## src/rtl/scr1_ialu_issue_pkg.sv

```systemverilog
// Shared types for the IALU issue stage: IALU command encodings, issue FSM states
// and the MUL/DIV command classifier.
package scr1_ialu_issue_pkg;

  localparam int unsigned SCR1_XLEN = 32;

  typedef enum logic [4:0] {
    SCR1_IALU_CMD_NONE   = 5'd0,
    SCR1_IALU_CMD_AND    = 5'd1,
    SCR1_IALU_CMD_OR     = 5'd2,
    SCR1_IALU_CMD_XOR    = 5'd3,
    SCR1_IALU_CMD_ADD    = 5'd4,
    SCR1_IALU_CMD_SUB    = 5'd5,
    SCR1_IALU_CMD_SUB_LT = 5'd6,
    SCR1_IALU_CMD_SUB_LTU= 5'd7,
    SCR1_IALU_CMD_SUB_EQ = 5'd8,
    SCR1_IALU_CMD_SUB_NE = 5'd9,
    SCR1_IALU_CMD_SUB_GE = 5'd10,
    SCR1_IALU_CMD_SUB_GEU= 5'd11,
    SCR1_IALU_CMD_SLL    = 5'd12,
    SCR1_IALU_CMD_SRL    = 5'd13,
    SCR1_IALU_CMD_SRA    = 5'd14,
    SCR1_IALU_CMD_MUL    = 5'd15,
    SCR1_IALU_CMD_MULHU  = 5'd16,
    SCR1_IALU_CMD_MULHSU = 5'd17,
    SCR1_IALU_CMD_MULH   = 5'd18,
    SCR1_IALU_CMD_DIV    = 5'd19,
    SCR1_IALU_CMD_DIVU   = 5'd20,
    SCR1_IALU_CMD_REM    = 5'd21,
    SCR1_IALU_CMD_REMU   = 5'd22
  } type_scr1_ialu_cmd_sel_e;

  localparam int unsigned SCR1_IALU_CMD_WIDTH_E = $bits(type_scr1_ialu_cmd_sel_e);

  typedef enum logic [1:0] {
    IDLE     = 2'd0,
    EXEC     = 2'd1,
    WAIT_RVM = 2'd2,
    WB       = 2'd3
  } type_scr1_ialu_issue_fsm_e;

  // True for commands that run on the multi-cycle MUL/DIV unit
  function automatic logic is_rvm(input logic [SCR1_IALU_CMD_WIDTH_E-1:0] cmd);
    case (cmd)
      SCR1_IALU_CMD_MUL, SCR1_IALU_CMD_MULHU, SCR1_IALU_CMD_MULHSU, SCR1_IALU_CMD_MULH,
      SCR1_IALU_CMD_DIV, SCR1_IALU_CMD_DIVU, SCR1_IALU_CMD_REM, SCR1_IALU_CMD_REMU:
        is_rvm = 1'b1;
      default:
        is_rvm = 1'b0;
    endcase
  endfunction

endpackage

```

## src/rtl/scr1_ialu_issue_if.sv

```systemverilog
// EXU <-> IALU connection: registered operands/command out, result/compare/MUL-DIV
// ready back. master = issue stage, slave = IALU.
interface scr1_ialu_issue_if #(
  parameter int unsigned XLEN  = scr1_ialu_issue_pkg::SCR1_XLEN,
  parameter int unsigned CMD_W = scr1_ialu_issue_pkg::SCR1_IALU_CMD_WIDTH_E
);
  logic [XLEN-1:0]  exu2ialu_main_op1_o;
  logic [XLEN-1:0]  exu2ialu_main_op2_o;
  logic [CMD_W-1:0] exu2ialu_cmd_o;
  logic             exu2ialu_rvm_cmd_vd_o;
  logic [XLEN-1:0]  ialu2exu_main_res_i;
  logic             ialu2exu_cmp_res_i;
  logic             ialu2exu_rvm_res_rdy_i;

  modport master (
    output exu2ialu_main_op1_o, exu2ialu_main_op2_o, exu2ialu_cmd_o, exu2ialu_rvm_cmd_vd_o,
    input  ialu2exu_main_res_i, ialu2exu_cmp_res_i, ialu2exu_rvm_res_rdy_i
  );

  modport slave (
    input  exu2ialu_main_op1_o, exu2ialu_main_op2_o, exu2ialu_cmd_o, exu2ialu_rvm_cmd_vd_o,
    output ialu2exu_main_res_i, ialu2exu_cmp_res_i, ialu2exu_rvm_res_rdy_i
  );
endinterface

```

## src/rtl/scr1_ialu_issue.sv

```systemverilog
// IALU issue stage: registers decode requests, sequences MUL/DIV, hands results to
// writeback. Optional RVM watchdog enabled by SCR1_IALU_ISSUE_TIMEOUT_EN.
module scr1_ialu_issue
  import scr1_ialu_issue_pkg::*;
#(
  parameter int unsigned XLEN  = SCR1_XLEN,
  parameter int unsigned CMD_W = SCR1_IALU_CMD_WIDTH_E,
  parameter int unsigned TAG_W = 5
`ifdef SCR1_IALU_ISSUE_TIMEOUT_EN
  ,
  parameter int unsigned TIMEOUT = 64
`endif
) (
  input  logic              clk,
  input  logic              rst_n,
  input  logic              req_vd_i,
  output logic              req_rdy_o,
  input  logic [CMD_W-1:0]  req_cmd_i,
  input  logic [XLEN-1:0]   req_op1_i,
  input  logic [XLEN-1:0]   req_op2_i,
  input  logic [TAG_W-1:0]  req_tag_i,
  input  logic              flush_i,
  scr1_ialu_issue_if.master ialu,
  output logic              wb_vd_o,
  input  logic              wb_rdy_i,
  output logic [XLEN-1:0]   wb_res_o,
  output logic              wb_cmp_o,
  output logic [TAG_W-1:0]  wb_tag_o,
  output logic              busy_o,
  output logic              err_o
);

  type_scr1_ialu_issue_fsm_e state_q;
  logic [XLEN-1:0]  op1_q;
  logic [XLEN-1:0]  op2_q;
  logic [CMD_W-1:0] cmd_q;
  logic [TAG_W-1:0] tag_q;
  logic             rvm_vd_q;
  logic             wb_vd_q;
  logic [XLEN-1:0]  wb_res_q;
  logic             wb_cmp_q;
  logic [TAG_W-1:0] wb_tag_q;
  logic             req_accept;
  logic             req_is_rvm;

`ifdef SCR1_IALU_ISSUE_TIMEOUT_EN
  localparam int unsigned CNT_W = $clog2(TIMEOUT + 1);
  logic [CNT_W-1:0] cnt_q;
  logic             err_q;
`endif

  // A request may replace the result leaving WB in the same cycle
  assign req_rdy_o  = !flush_i & ((state_q == IDLE) | ((state_q == WB) & wb_rdy_i));
  assign req_accept = req_vd_i & req_rdy_o;
  assign req_is_rvm = is_rvm(req_cmd_i);

  always_ff @(posedge clk or negedge rst_n) begin
    if (!rst_n) begin
      state_q  <= IDLE;
      op1_q    <= '0;
      op2_q    <= '0;
      cmd_q    <= CMD_W'(SCR1_IALU_CMD_NONE);
      tag_q    <= '0;
      rvm_vd_q <= 1'b0;
      wb_vd_q  <= 1'b0;
      wb_res_q <= '0;
      wb_cmp_q <= 1'b0;
      wb_tag_q <= '0;
`ifdef SCR1_IALU_ISSUE_TIMEOUT_EN
      cnt_q    <= '0;
      err_q    <= 1'b0;
`endif
    end else if (flush_i) begin
      // Flush wins over any coincident completion or handshake
      state_q  <= IDLE;
      rvm_vd_q <= 1'b0;
      wb_vd_q  <= 1'b0;
`ifdef SCR1_IALU_ISSUE_TIMEOUT_EN
      err_q    <= 1'b0;
`endif
    end else begin
      case (state_q)
        IDLE: begin
        end
        EXEC: begin
          wb_res_q <= ialu.ialu2exu_main_res_i;
          wb_cmp_q <= ialu.ialu2exu_cmp_res_i;
          wb_tag_q <= tag_q;
          wb_vd_q  <= 1'b1;
          state_q  <= WB;
        end
        WAIT_RVM: begin
          if (ialu.ialu2exu_rvm_res_rdy_i) begin
            wb_res_q <= ialu.ialu2exu_main_res_i;
            wb_cmp_q <= ialu.ialu2exu_cmp_res_i;
            wb_tag_q <= tag_q;
            rvm_vd_q <= 1'b0;
            wb_vd_q  <= 1'b1;
            state_q  <= WB;
          end
`ifdef SCR1_IALU_ISSUE_TIMEOUT_EN
          else if (cnt_q == CNT_W'(TIMEOUT - 1)) begin
            // Watchdog: abort the MUL/DIV and retire a zero result
            err_q    <= 1'b1;
            wb_res_q <= '0;
            wb_cmp_q <= 1'b0;
            wb_tag_q <= tag_q;
            rvm_vd_q <= 1'b0;
            wb_vd_q  <= 1'b1;
            state_q  <= WB;
          end else begin
            cnt_q <= cnt_q + 1'b1;
          end
`endif
        end
        WB: begin
          if (wb_rdy_i) begin
            wb_vd_q <= 1'b0;
            state_q <= IDLE;
          end
        end
        default: state_q <= IDLE;
      endcase

      if (req_accept) begin
        op1_q    <= req_op1_i;
        op2_q    <= req_op2_i;
        cmd_q    <= req_cmd_i;
        tag_q    <= req_tag_i;
        rvm_vd_q <= req_is_rvm;
        state_q  <= req_is_rvm ? WAIT_RVM : EXEC;
`ifdef SCR1_IALU_ISSUE_TIMEOUT_EN
        cnt_q    <= '0;
`endif
      end
    end
  end

  assign ialu.exu2ialu_main_op1_o   = op1_q;
  assign ialu.exu2ialu_main_op2_o   = op2_q;
  assign ialu.exu2ialu_cmd_o        = cmd_q;
  assign ialu.exu2ialu_rvm_cmd_vd_o = rvm_vd_q;

  assign wb_vd_o  = wb_vd_q;
  assign wb_res_o = wb_res_q;
  assign wb_cmp_o = wb_cmp_q;
  assign wb_tag_o = wb_tag_q;
  assign busy_o   = (state_q != IDLE);

`ifdef SCR1_IALU_ISSUE_TIMEOUT_EN
  assign err_o = err_q;
`else
  assign err_o = 1'b0;
`endif

endmodule
```

## src/flat_wrapper.sv

```systemverilog
// flat-port wrapper written by rule: the top's interface ports become plain ports
module scr1_ialu_issue_flat import scr1_ialu_issue_pkg::*;
#(
  parameter int unsigned XLEN  = SCR1_XLEN,
  parameter int unsigned CMD_W = SCR1_IALU_CMD_WIDTH_E,
  parameter int unsigned TAG_W = 5

)
  (clk, rst_n, req_vd_i, req_rdy_o, req_cmd_i, req_op1_i, req_op2_i, req_tag_i, flush_i, wb_vd_o, wb_rdy_i, wb_res_o, wb_cmp_o, wb_tag_o, busy_o, err_o, ialu_exu2ialu_main_op1_o, ialu_exu2ialu_main_op2_o, ialu_exu2ialu_cmd_o, ialu_exu2ialu_rvm_cmd_vd_o, ialu_ialu2exu_main_res_i, ialu_ialu2exu_cmp_res_i, ialu_ialu2exu_rvm_res_rdy_i);
  scr1_ialu_issue_if #(.XLEN(XLEN), .CMD_W(CMD_W)) ialu_i ();
  input  logic clk;
  input  logic rst_n;
  input  logic req_vd_i;
  output logic req_rdy_o;
  input  logic [CMD_W-1:0] req_cmd_i;
  input  logic [XLEN-1:0] req_op1_i;
  input  logic [XLEN-1:0] req_op2_i;
  input  logic [TAG_W-1:0] req_tag_i;
  input  logic flush_i;
  output logic wb_vd_o;
  input  logic wb_rdy_i;
  output logic [XLEN-1:0] wb_res_o;
  output logic wb_cmp_o;
  output logic [TAG_W-1:0] wb_tag_o;
  output logic busy_o;
  output logic err_o;
  output wire logic [$bits(ialu_i.exu2ialu_main_op1_o)-1:0] ialu_exu2ialu_main_op1_o;
  output wire logic [$bits(ialu_i.exu2ialu_main_op2_o)-1:0] ialu_exu2ialu_main_op2_o;
  output wire logic [$bits(ialu_i.exu2ialu_cmd_o)-1:0] ialu_exu2ialu_cmd_o;
  output wire logic [$bits(ialu_i.exu2ialu_rvm_cmd_vd_o)-1:0] ialu_exu2ialu_rvm_cmd_vd_o;
  input wire logic [$bits(ialu_i.ialu2exu_main_res_i)-1:0] ialu_ialu2exu_main_res_i;
  input wire logic [$bits(ialu_i.ialu2exu_cmp_res_i)-1:0] ialu_ialu2exu_cmp_res_i;
  input wire logic [$bits(ialu_i.ialu2exu_rvm_res_rdy_i)-1:0] ialu_ialu2exu_rvm_res_rdy_i;
  assign ialu_exu2ialu_main_op1_o = ialu_i.exu2ialu_main_op1_o;
  assign ialu_exu2ialu_main_op2_o = ialu_i.exu2ialu_main_op2_o;
  assign ialu_exu2ialu_cmd_o = ialu_i.exu2ialu_cmd_o;
  assign ialu_exu2ialu_rvm_cmd_vd_o = ialu_i.exu2ialu_rvm_cmd_vd_o;
  assign ialu_i.ialu2exu_main_res_i = ialu_ialu2exu_main_res_i;
  assign ialu_i.ialu2exu_cmp_res_i = ialu_ialu2exu_cmp_res_i;
  assign ialu_i.ialu2exu_rvm_res_rdy_i = ialu_ialu2exu_rvm_res_rdy_i;
  scr1_ialu_issue #(.XLEN(XLEN), .CMD_W(CMD_W), .TAG_W(TAG_W)) u_core (.clk(clk), .rst_n(rst_n), .req_vd_i(req_vd_i), .req_rdy_o(req_rdy_o), .req_cmd_i(req_cmd_i), .req_op1_i(req_op1_i), .req_op2_i(req_op2_i), .req_tag_i(req_tag_i), .flush_i(flush_i), .ialu(ialu_i), .wb_vd_o(wb_vd_o), .wb_rdy_i(wb_rdy_i), .wb_res_o(wb_res_o), .wb_cmp_o(wb_cmp_o), .wb_tag_o(wb_tag_o), .busy_o(busy_o), .err_o(err_o));
endmodule
```

## config.mk

```make
export PLATFORM = sky130hd
export DESIGN_NAME = scr1_ialu_issue_flat
export DESIGN_NICKNAME = d
export VERILOG_FILES = /design/src/rtl/scr1_ialu_issue_pkg.sv /design/src/rtl/scr1_ialu_issue_if.sv /design/src/rtl/scr1_ialu_issue.sv /design/src/flat_wrapper.sv
export SDC_FILE = /design/constraint.sdc
export NUM_CORES = 1
export LEC_CHECK = 0
export ABC_AREA = 1
export BUFFER_PORTS_ARGS = -buffer_cell sky130_fd_sc_hd__buf_2
export CORE_ASPECT_RATIO = 1.25
export CORE_UTILIZATION = 50
export DETAILED_ROUTE_END_ITERATION = 16
export GPL_TIMING_DRIVEN = 0
export PLACE_DENSITY = 0.83
export SKIP_LAST_GASP = 1
export SLEW_MARGIN = 15
export SYNTH_ARGS = -nofsm -noshare
export SYNTH_HDL_FRONTEND = slang
export SYNTH_SLANG_ARGS = --single-unit
```

## constraint.sdc

```tcl
create_clock -name clk -period 2.2 [get_ports clk]
set_input_delay 0.11 -clock clk [delete_from_list [all_inputs] [get_ports clk]]
set_output_delay 0.11 -clock clk [all_outputs]
set_load 0.005 [all_outputs]
```

==> flow_metrics.env, run 1 <==
export IMPL_status="completed"
export IMPL_crit_fanout=10
export IMPL_crit_type="reg2reg"
export IMPL_cp_num_cells=8
export IMPL_power_w=0.009946
export IMPL_synth_cell_type_count=22
export IMPL_p_switching_w=0.003658
export IMPL_yosys_area_share_simple=0.2273
export IMPL_final_nets=996
export IMPL_pwr_share_comb=0.369
export IMPL_min_period_over_period=0.8012
export IMPL_peakVddDrop_mv=0.7085
export IMPL_wl_per_cell_um=16.94
export IMPL_worst_r2r_path_depth=8
export IMPL_clkPwrFrac=0.253
export IMPL_finalNonFillerCells=1015
export IMPL_synth_compound_area_share=0.05887
export IMPL_path_cells="inv_1, ha_1, inv_2, o211ai_2, buf_6, buf_6, nand2_1, o21ai_1"
export IMPL_totalWireLength_um=17190
export IMPL_area_delta_synth_final_pct=62.11
export IMPL_synth_avg_cell_area_um2=8.953
export IMPL_grt_max_degree=73
export IMPL_synthAdderAreaFrac=0.01326
export IMPL_dr_pass1_iters=5
export IMPL_period_needed_ns=1.763
export IMPL_switching_share=0.3678
export IMPL_drtIter0Drc=429
export IMPL_required_ns=2.52
export IMPL_dp_slack_ns=0.6232
export IMPL_clk_latency_ns=0.41
export IMPL_coreArea_um2=9174
export IMPL_startpoint="u_core.state_q[0]"
export IMPL_ys_warn_count=0
export IMPL_cts_root_buf="clkbuf_16"
export IMPL_place_hpwl_um=8660
export IMPL_synth_top_family_by_area="simple AND/OR/NAND/NOR gates"
export IMPL_skew_ns=0.005648
export IMPL_drc=0
export IMPL_rsz0062_at_grt="false"
export IMPL_report_final_slew_viol_count=0
export IMPL_drive_gt1_frac=0.3244
export IMPL_syn_nets=645
export IMPL_path_clk_slew_ns=0.05
export IMPL_internal_power_w=0.006288
export IMPL_postCtsSetupBuffers=0
export IMPL_hp_class="in2reg"
export IMPL_fin_ws_ns=0.4373
export IMPL_grt_overflow_total=0
export IMPL_start_kind="flop"
export IMPL_syn_area_um2=4718
export IMPL_antenna_left=0
export IMPL_pwr_share_seq=0.378
export IMPL_via_count=5230
export IMPL_maxCapViolations=0
export IMPL_grt_pass1_vias=5621
export IMPL_place_inst=874
export IMPL_setup_viol=0
export IMPL_syn_inst=527
export IMPL_die_y_um=110.6
export IMPL_cp_common_cell="buf_6"
export IMPL_numCtsBuffers=17
export IMPL_io_pins=225
export IMPL_timing_rr_end="u_core.wb_res_o[26]"
export IMPL_final_util=0.8337
export IMPL_crit_end="u_core.wb_res_o[26]"
export IMPL_power_density_nw_per_um2=1300
export IMPL_start_util=0.5143
export IMPL_end_kind="flop"
export IMPL_io_buffers=223
export IMPL_worstPathArrival_ns=2.08
export IMPL_gp_congestion=0.7916
export IMPL_cellLeakagePower_nw=4.364
export IMPL_max_stage_delay_ns=0.42
export IMPL_crit_buf_inv=4
export IMPL_vias_per_cell=5.153
export IMPL_clock_sinks=116
export IMPL_synthMuxAreaShare=0
export IMPL_grt_pass1_wl_um=27320
export IMPL_fmax_ghz=0.5673
export IMPL_ctsHtreeMaxLevel=4
export IMPL_cts_tree="yes"
export IMPL_dieArea_um2=9832
export IMPL_fin_hold_ws_ns=0.09468
export IMPL_synth_xor_area_share=0
export IMPL_track_usage=0.3769
export IMPL_rrSetupSlack_ns=0.44
export IMPL_yosysSeqAreaShare=0.6152
export IMPL_path_delay_family="buffers and inverters"
export IMPL_r2r_start="u_core.state_q[0]"
export IMPL_clk_path_buf_depth=2
export IMPL_placementRows=39
export IMPL_die_w_um=88.89
export IMPL_synth_seq_cells=116
export IMPL_antenna_found_initial=1
export IMPL_cp_slowest_cell="dfrtp_1"
export IMPL_hold_viol=0
## routing by layer
layer / GRT usage / share of wire
met5: 0 / 0
met4: 0.2753 / 0.058
met3: 0.1599 / 0.096
met2: 0.5872 / 0.49
met1: 0.3979 / 0.35
## per-stage QoR
step / cell area, um^2 / TNS [ns]
global placement: 5988 / -30.14
floorplan: 4718 / 0
global route: 7646 / 0
finish: 7649 / 0
detailed placement: 6022 / 0
CTS: 7646 / 0
## synth_stat cells
cell type	n	area [um^2]
a21oi_2	1	8.760
a21oi_1	1	5.000
inv_1	46	172.7
o211ai_1	1	7.510
o21ai_1	36	180.2
conb_1	1	3.750
or2_1	1	6.260
buf_4	1	7.510
inv_2	3	11.26
o21ai_2	1	8.760
nand2_1	265	994.7
o21ai_0	11	55.05
buf_2	10	50.05
nand3_1	3	15.01
buf_6	14	157.7
nor2_1	7	26.28
ha_1	5	62.56
nand3_4	1	17.52
o211ai_2	1	12.51
nand2_2	1	6.260
dfrtp_1	116	2903
or2_2	1	6.260
## sequential cells by signal (all words and copies together) (netlist names)
register	cells
u_core.ialu.exu2ialu_main_op1_o	32
u_core.ialu.exu2ialu_main_op2_o	32
u_core.wb_res_o	32
u_core.ialu.exu2ialu_cmd_o	5
u_core.tag_q	5
u_core.wb_tag_o	5
u_core.state_q	2
u_core.ialu.exu2ialu_rvm_cmd_vd_o	1
u_core.wb_cmp_o	1
u_core.wb_vd_o	1
## placed cells by master (no fill, tap or decap), drive strengths merged
master,count
clkinvlp,3
dfrtp,116
ha,5
nor2,7
clkbuf,18
bufinv,1
diode,1
conb,1
inv,50
o21ai,48
o211ai,2
or2,2
nand3,4
a21oi,2
buf,249
nand2,266
clkinv,9
dlygate4sd3,108
## layout make-up
cell class	count	area, um^2
Buffer	25	215.2
Inverter	49	183.9
Sequential cell	116	2903
Fill cell	454	1525
Clock inverter	14	113.9
Clock buffer	18	429.2
Antenna cell	1	2.502
Tap cell	123	153.9
Timing Repair Buffer	332	2231
Multi-Input combinational cell	337	1416
## power by group through the flow
stage          Sequential, W  Combinational, W  Clock [W]
6_report             0.00376           0.00367    0.00252
5_1_grt              0.00385           0.00409    0.00265
4_1_cts              0.00366           0.00342    0.00253
3_5_place_dp         0.00366           0.00324          0
3_3_place_gp         0.00362           0.00308          0
2_1_floorplan        0.00374           0.00159          0
## kinds of logic (layout without fill, tap and decap cells)
group                    Yosys count  after routing
buffers and inverters             74            438
AO/OA/AOI/OAI                     52             52
AND/OR/NAND/NOR                  279            279
adder cells (fa/ha/maj)            5              5
flip-flops                       116            116
other                              1              2
## how the worst min path moves through the flow
stage / cells after the start / slack, ns / endpoint / from
final: 4 / 0.09 / u_core.ialu.exu2ialu_rvm_cmd_vd_o / ialu_ialu2exu_rvm_res_rdy_i
after global placement: 3 / 0.30 / u_core.ialu.exu2ialu_main_op1_o[19] / req_op1_i[19]
after detailed placement: 1 / 0.07 / u_core.wb_res_o[15] / rst_n
after floorplan: 0 / -0.19 / u_core.ialu.exu2ialu_cmd_o[0] / rst_n
after CTS: 4 / 0.07 / u_core.ialu.exu2ialu_rvm_cmd_vd_o / ialu_ialu2exu_rvm_res_rdy_i
after global routing: 3 / 0.13 / u_core.wb_vd_o / flush_i
## worst register-to-register path: stages, from the launching register on
cell and delay (ns):
dfrtp_1 0.42, inv_1 0.13, ha_1 0.22, inv_2 0.06, o211ai_2 0.26, buf_6 0.21, buf_6 0.16, nand2_1 0.09
o21ai_1 0.12
## timing repair
item,CTS,global route
resized for setup,0,0
setup endpoints to repair,0,0
hold endpoints to repair,151,0
hold buffers,108,0
No activity file was read; power rests on OpenSTA's default activity.
==> inputs of run 2 (changes only) <==
--- a/config.mk
+++ b/config.mk
@@ -5,13 +5,13 @@
 export SDC_FILE = /design/constraint.sdc
 export NUM_CORES = 1
 export LEC_CHECK = 0
-export ABC_AREA = 1
+export ABC_AREA = 0
 export BUFFER_PORTS_ARGS = -buffer_cell sky130_fd_sc_hd__buf_2
 export CORE_ASPECT_RATIO = 1.25
-export CORE_UTILIZATION = 50
+export CORE_UTILIZATION = 46
 export DETAILED_ROUTE_END_ITERATION = 16
 export GPL_TIMING_DRIVEN = 0
-export PLACE_DENSITY = 0.83
+export PLACE_DENSITY = 0.78
 export SKIP_LAST_GASP = 1
 export SLEW_MARGIN = 15
 export SYNTH_ARGS = -nofsm -noshare
==> constraint.sdc (replaced) <==
create_clock -name clk -period 1.7 [get_ports clk]
set_input_delay 0.085 -clock clk [delete_from_list [all_inputs] [get_ports clk]]
set_output_delay 0.085 -clock clk [all_outputs]
set_load 0.005 [all_outputs]
==> run 2 against run 1 <==
Effect of this change:
- the flow now finishes with violations (setup timing)
- worst setup slack got worse by 0.69 ns
- area after synthesis fell by 3.7%
- cell area rose by 5.5%
- register-to-register slack got worse by 0.69 ns
- clock-buffer cell count rose by 6
- critical path type unchanged
- power rose by 14%
- synthesized cell count fell by 46%
==> flow_metrics.env, run 2 <==
export IMPL_worstPathArrival_ns=2.23
export IMPL_placementRows=40
export IMPL_clk_path_buf_depth=2
export IMPL_antenna_found_initial=0
export IMPL_synth_main_ff_cell="dfrtp_1"
export IMPL_grt_pass1_wl_um=23270
export IMPL_path_clk_slew_ns=0.05
export IMPL_area_delta_synth_final_pct=77.66
export IMPL_synth_avg_cell_area_um2=16.05
export IMPL_fillers=485
export IMPL_ctsHtreeMaxLevel=4
export IMPL_max_stage_delay_ns=0.46
export IMPL_yosysMostFrequentCell="dfrtp_1"
export IMPL_slew_headroom=0.6181
export IMPL_dieArea_um2=10280
export IMPL_hold_viol=0
export IMPL_io_pins=225
export IMPL_cts_tree="yes"
export IMPL_yosys_area_top_type_share=0.6391
export IMPL_crit_fanout=5
export IMPL_report_final_slew_viol_count=0
export IMPL_worstMarginPinSlew_ns=0.5729
export IMPL_die_w_um=90.88
export IMPL_antenna_cells=0
export IMPL_final_nets=774
export IMPL_io_buffers=222
export IMPL_synth_seq_cells=116
export IMPL_start_kind="flop"
export IMPL_place_hpwl_um=7688
export IMPL_power_w=0.01136
export IMPL_start_util=0.4727
export IMPL_finalNonFillerCells=795
export IMPL_layout_commonest_cell="buf_2"
export IMPL_end_kind="flop"
export IMPL_setup_tns_ns=-19.60
export IMPL_required_ns=1.99
export IMPL_cts_root_buf="clkbuf_16"
export IMPL_drtIter0Drc=115
export IMPL_ys_warn_count=0
export IMPL_antenna_left=0
export IMPL_clock_sinks=116
export IMPL_drc=0
export IMPL_syn_nets=401
export IMPL_clk_latency_ns=0.40
export IMPL_setup_viol=116
export IMPL_syn_inst=283
export IMPL_dp_slack_ns=-0.2720
export IMPL_min_period_over_period=1.146
export IMPL_power_density_nw_per_um2=1407
export IMPL_fin_ws_ns=-0.2483
export IMPL_wl_per_cell_um=19.25
export IMPL_synth_common_cells="dfrtp_1, mux2_2, mux2_1"
export IMPL_numCtsBuffers=17
export IMPL_peakVddDrop_mv=0.9154
export IMPL_path_delay_family="buffers and inverters"
export IMPL_crit_buf_inv=4
export IMPL_violations="setup timing"
export IMPL_synthTopCellsByArea="dfrtp_1, mux2_2, mux2_1, ha_1, buf_2"
export IMPL_dr_pass1_iters=4
export IMPL_totalWireLength_um=15310
export IMPL_grt_overflow_total=0
export IMPL_multi_input_area_um2=1722
export IMPL_seq_area_um2=2905
export IMPL_cp_slowest_cell="dfrtp_2"
export IMPL_yosysSeqAreaShare=0.6391
export IMPL_place_inst=632
export IMPL_cellLeakagePower_nw=3.928
export IMPL_grt_max_degree=64
export IMPL_gp_congestion=0.8179
export IMPL_skew_ns=0.007605
export IMPL_cp_common_cell="buf_6"
export IMPL_crit_type="reg2reg"
export IMPL_coreArea_um2=9609
export IMPL_synthArstFlopShare=1.000
export IMPL_synth_edf_count=0
export IMPL_grt_pass1_vias=4442
export IMPL_path_cells="inv_2, ha_4, a21oi_4, nor3b_4, buf_6, buf_6, buf_8, mux2_4"
export IMPL_via_count=3952
export IMPL_mostFrequentLayoutCells="buf_2, dfrtp_1, dlygate4sd3_1"
export IMPL_synth_cell_type_count=27
export IMPL_track_usage=0.3008
export IMPL_rsz0062_at_grt="true"
export IMPL_period_needed_ns=1.948
export IMPL_fmax_ghz=0.5133
export IMPL_synth_top_area_cell="dfrtp_1"
export IMPL_drive_gt1_frac=0.6188
export IMPL_die_y_um=113.1
export IMPL_vias_per_cell=4.971
export IMPL_maxCapViolations=0
export IMPL_syn_area_um2=4542
export IMPL_hp_class="in2reg"
export IMPL_status="complete, but fails checks"
run 2: cell count changes after synthesis, sizes merged, moves of 4 or more:
cell / previous run / this run
mux2: 0 / 112
nor2: 7 / 2
nand2b: 0 / 4
buf: 25 / 14
inv: 49 / 6
nand2: 266 / 2
o21ai: 48 / 4
run 2: worst min-delay path: stages:
cell       delay, ns
buf_2           0.14
a2111oi_2       0.08
a21o_1          0.15
run 2: area by class of cell:
class,instances,share of cell area
clock inverter,8,0.01814
timing repair buffer,357,0.3100
inverter,6,0.003101
multi-input combinational,147,0.2134
clock buffer,24,0.06094
buffer,11,0.01489
sequential,116,0.3601
tap,126,0.01954
run 2: logic make-up (layout without fill, tap and decap cells):
logic type / after synthesis / count (layout) / share of synthesized area
mux: 113 / 113 / 0.2799
simple gates: 14 / 14 / 0.01846
other cells: 1 / 1 / 0.0008257
fa+ha+maj: 5 / 5 / 0.01377
buf+inv: 20 / 406 / 0.02672
compound gates: 14 / 14 / 0.02121
flops: 116 / 116 / 0.6391
run 2: repair_timing:
item | 4_1_cts | 5_1_grt
pin swaps | 3 | 4
hold buffers | 109 | 0
setup buffers | 17 | 6
setup endpoints to repair | 115 | 116
cloned | 1 | 1
resized for setup | 26 | 16
endpoints found under the hold margin | 170 | 0
run 2: power breakdown:
| group | internal, W | switching, W | total (W) |
|---|---|---|---|
| Sequential | 0.00373 | 0.000603 | 0.00433 |
| Combinational | 0.00196 | 0.00123 | 0.00319 |
| Clock | 0.00261 | 0.00123 | 0.00384 |
run 2: per-stage QoR:
step	area, um^2	utilization	hold slack, ns
3_3_place_gp	5938	0.6180	0.3027
6_report	8069	0.8397	0.09376
4_1_cts	7968	0.8292	0.05982
5_1_grt	8069	0.8397	0.08137
3_5_place_dp	5972	0.6215	0.1074
2_1_floorplan	4669	-	-0.2106
run 2: layer usage:
layer,share of wire,track usage
met1,0.37,0.3284
met2,0.54,0.5510
met3,0.065,0.09745
met4,0.023,0.09735
met5,0,0
run 2: worst paths after layout:
check	start	endpoint	slack (ns)	depth (start not counted)
max	u_core.state_q[1]	u_core.ialu.exu2ialu_main_op2_o[5]	-0.25	8
min	ialu_ialu2exu_rvm_res_rdy_i	u_core.ialu.exu2ialu_rvm_cmd_vd_o	0.09	3
max reg2reg	u_core.state_q[1]	u_core.ialu.exu2ialu_main_op2_o[5]	-0.25	8
min reg2reg	u_core.ialu.exu2ialu_main_op1_o[23]	u_core.ialu.exu2ialu_main_op1_o[23]	0.50	1
max in group asynchronous	rst_n	u_core.wb_res_o[24]	0.81	3
min in group asynchronous	rst_n	u_core.ialu.exu2ialu_main_op1_o[10]	0.22	2
==> inputs of run 3 (changes only) <==
--- a/config.mk
+++ b/config.mk
@@ -12,6 +12,7 @@
 export DETAILED_ROUTE_END_ITERATION = 16
 export GPL_TIMING_DRIVEN = 0
 export PLACE_DENSITY = 0.78
+export RECOVER_POWER = 50
 export SKIP_LAST_GASP = 1
 export SLEW_MARGIN = 15
 export SYNTH_ARGS = -nofsm -noshare
==> run 3 against run 2 <==
Effect of this change:
- critical path type unchanged
- the flow still finishes with violations (setup timing)
- sequential power about the same
- global-route usage unchanged
- highest routed layer unchanged
- clock-buffer cell count unchanged
==> flow_metrics.env, run 3 (synthesis results as in run 2) <==
export IMPL_switching_share=0.2703
export IMPL_clkPwrFrac=0.339
export IMPL_wl_per_cell_um=19.19
export IMPL_hp_class="in2reg"
export IMPL_status="complete, but fails checks"
export IMPL_peakVddDrop_mv=0.9105
export IMPL_vias_per_cell=4.962
export IMPL_ctsHtreeMaxLevel=4
export IMPL_track_usage=0.3008
export IMPL_stdcell_area_um2=8026
export IMPL_clock_sinks=116
export IMPL_antenna_left=0
export IMPL_wl_met3_um=966
export IMPL_via_count=3945
export IMPL_crit_fanout=5
export IMPL_fin_ws_ns=-0.2404
export IMPL_numCtsBuffers=17
export IMPL_start_kind="flop"
export IMPL_clk_latency_ns=0.40
export IMPL_antenna_found_initial=0
export IMPL_placementRows=40
export IMPL_violations="setup timing"
export IMPL_path_clk_slew_ns=0.06
export IMPL_required_ns=1.98
export IMPL_start_util=0.4727
export IMPL_grt_max_degree=64
export IMPL_rsz0062_at_grt="true"
export IMPL_pwr_share_seq=0.383
export IMPL_coreArea_um2=9609
export IMPL_worstMarginPinSlew_ns=0.8395
export IMPL_fmax_ghz=0.5154
export IMPL_dr_pass1_iters=4
export IMPL_report_final_slew_viol_count=0
export IMPL_grt_pass1_wl_um=23270
export IMPL_p_switching_w=0.003057
export IMPL_fillers=504
export IMPL_die_y_um=113.1
export IMPL_cts_root_buf="clkbuf_16"
export IMPL_die_w_um=90.88
export IMPL_cts_tree="yes"
export IMPL_final_nets=774
export IMPL_internal_power_w=0.008251
export IMPL_place_hpwl_um=7688
export IMPL_wl_met2_um=8322
export IMPL_antenna_cells=0
export IMPL_place_area_um2=5972
export IMPL_area_delta_synth_final_pct=76.72
export IMPL_min_period_over_period=1.141
export IMPL_routed_top_layer="met4"
export IMPL_drive_gt1_frac=0.5919
export IMPL_wl_met1_um=5609
export IMPL_io_buffers=222
export IMPL_clk_path_buf_depth=2
export IMPL_grt_overflow_total=0
export IMPL_period_needed_ns=1.940
export IMPL_crit_type="reg2reg"
export IMPL_cellLeakagePower_nw=3.868
export IMPL_pwr_share_comb=0.278
export IMPL_totalWireLength_um=15260
export IMPL_hold_viol=0
export IMPL_layout_commonest_cell="buf_2"
export IMPL_worstPathArrival_ns=2.22
export IMPL_setup_tns_ns=-18.88
export IMPL_gp_congestion=0.8179
export IMPL_dieArea_um2=10280
export IMPL_drc=0
export IMPL_maxCapViolations=0
export IMPL_power_density_nw_per_um2=1409
export IMPL_grt_pass1_vias=4442
export IMPL_slew_headroom=0.4403
export IMPL_drtIter0Drc=119
export IMPL_setup_viol=116
export IMPL_mostFrequentLayoutCells="buf_2, dfrtp_1, dlygate4sd3_1"
export IMPL_skew_ns=0.007637
export IMPL_io_pins=225
export IMPL_end_kind="flop"
[run 3: changes by cell type in the layout (fill, tap and decap cells not counted), sizes merged]
cell,before,now
clkbuf,25,44
buf,258,239
[run 3: timing repair]
item,CTS,global route
endpoints found under the hold margin,170,0
pin swaps,3,4
gates cloned,1,1
hold buffers,109,0
gates resized for setup,26,16
endpoints found under the setup margin,115,116
buffers inserted,17,6
[run 3: layout make-up]
cell class                 instances  area (um^2)  share of cell area
timing repair buffer             357         2459              0.3063
clock buffer                      24        491.7             0.06126
inverter                           6        25.02            0.003118
tap                              126        157.7             0.01964
sequential                       116         2905              0.3620
buffer                            11        120.1             0.01496
multi-input combinational        147         1722              0.2145
clock inverter                     8        146.4             0.01824
[run 3: worst paths after layout]
path / from / endpoint / slack [ns] / depth (start not counted)
setup / recovery: u_core.state_q[1] / u_core.ialu.exu2ialu_main_op2_o[5] / -0.24 / 8
hold / removal: ialu_ialu2exu_rvm_res_rdy_i / u_core.ialu.exu2ialu_rvm_cmd_vd_o / 0.09 / 3
setup reg to reg: u_core.state_q[1] / u_core.ialu.exu2ialu_main_op2_o[5] / -0.24 / 8
hold reg to reg: u_core.wb_res_o[28] / u_core.wb_res_o[28] / 0.50 / 1
max in group asynchronous: rst_n / u_core.wb_res_o[24] / 0.40 / 3
min in group asynchronous: rst_n / u_core.ialu.exu2ialu_cmd_o[2] / 0.34 / 2
[run 3: power by group through the flow]
stage	Combinational [W]	Sequential, W	Clock [W]
after detailed placement	0.00262	0.00424	0
final	0.00314	0.00433	0.00383
after floorplan	0.00119	0.00430	0
after CTS	0.00299	0.00423	0.00386
after global routing	0.00335	0.00443	0.00401
after global placement	0.00253	0.00417	0
[run 3: per-stage QoR]
step | hold slack (ns) | util | worst slack, ns | instances | total power (W)
after detailed placement | 0.1074 | 0.6215 | -0.2720 | 632 | 0.006862
after global placement | 0.3027 | 0.6180 | -0.7250 | 631 | 0.006709
after floorplan | -0.2106 | - | -0.04753 | 283 | 0.005484
after global routing | 0.08137 | 0.8353 | -0.2977 | 795 | 0.01179
after CTS | 0.05982 | 0.8292 | -0.1702 | 790 | 0.01107
final | 0.09484 | 0.8353 | -0.2404 | 795 | 0.01131
[run 3: worst max-delay path, cell delays in order, from the launching register on]
cell and delay (ns):
dfrtp_2 0.46, inv_2 0.11, ha_4 0.17, a21oi_4 0.05
nor3b_4 0.30, buf_6 0.20, buf_6 0.12, buf_8 0.12
mux2_4 0.30
[run 3: metal layers]
metal,up-vias,track usage
met5,-,0
met4,0,0.09735
met3,24,0.09745
met2,189,0.5510
met1,1988,0.3284
li1,1744,-
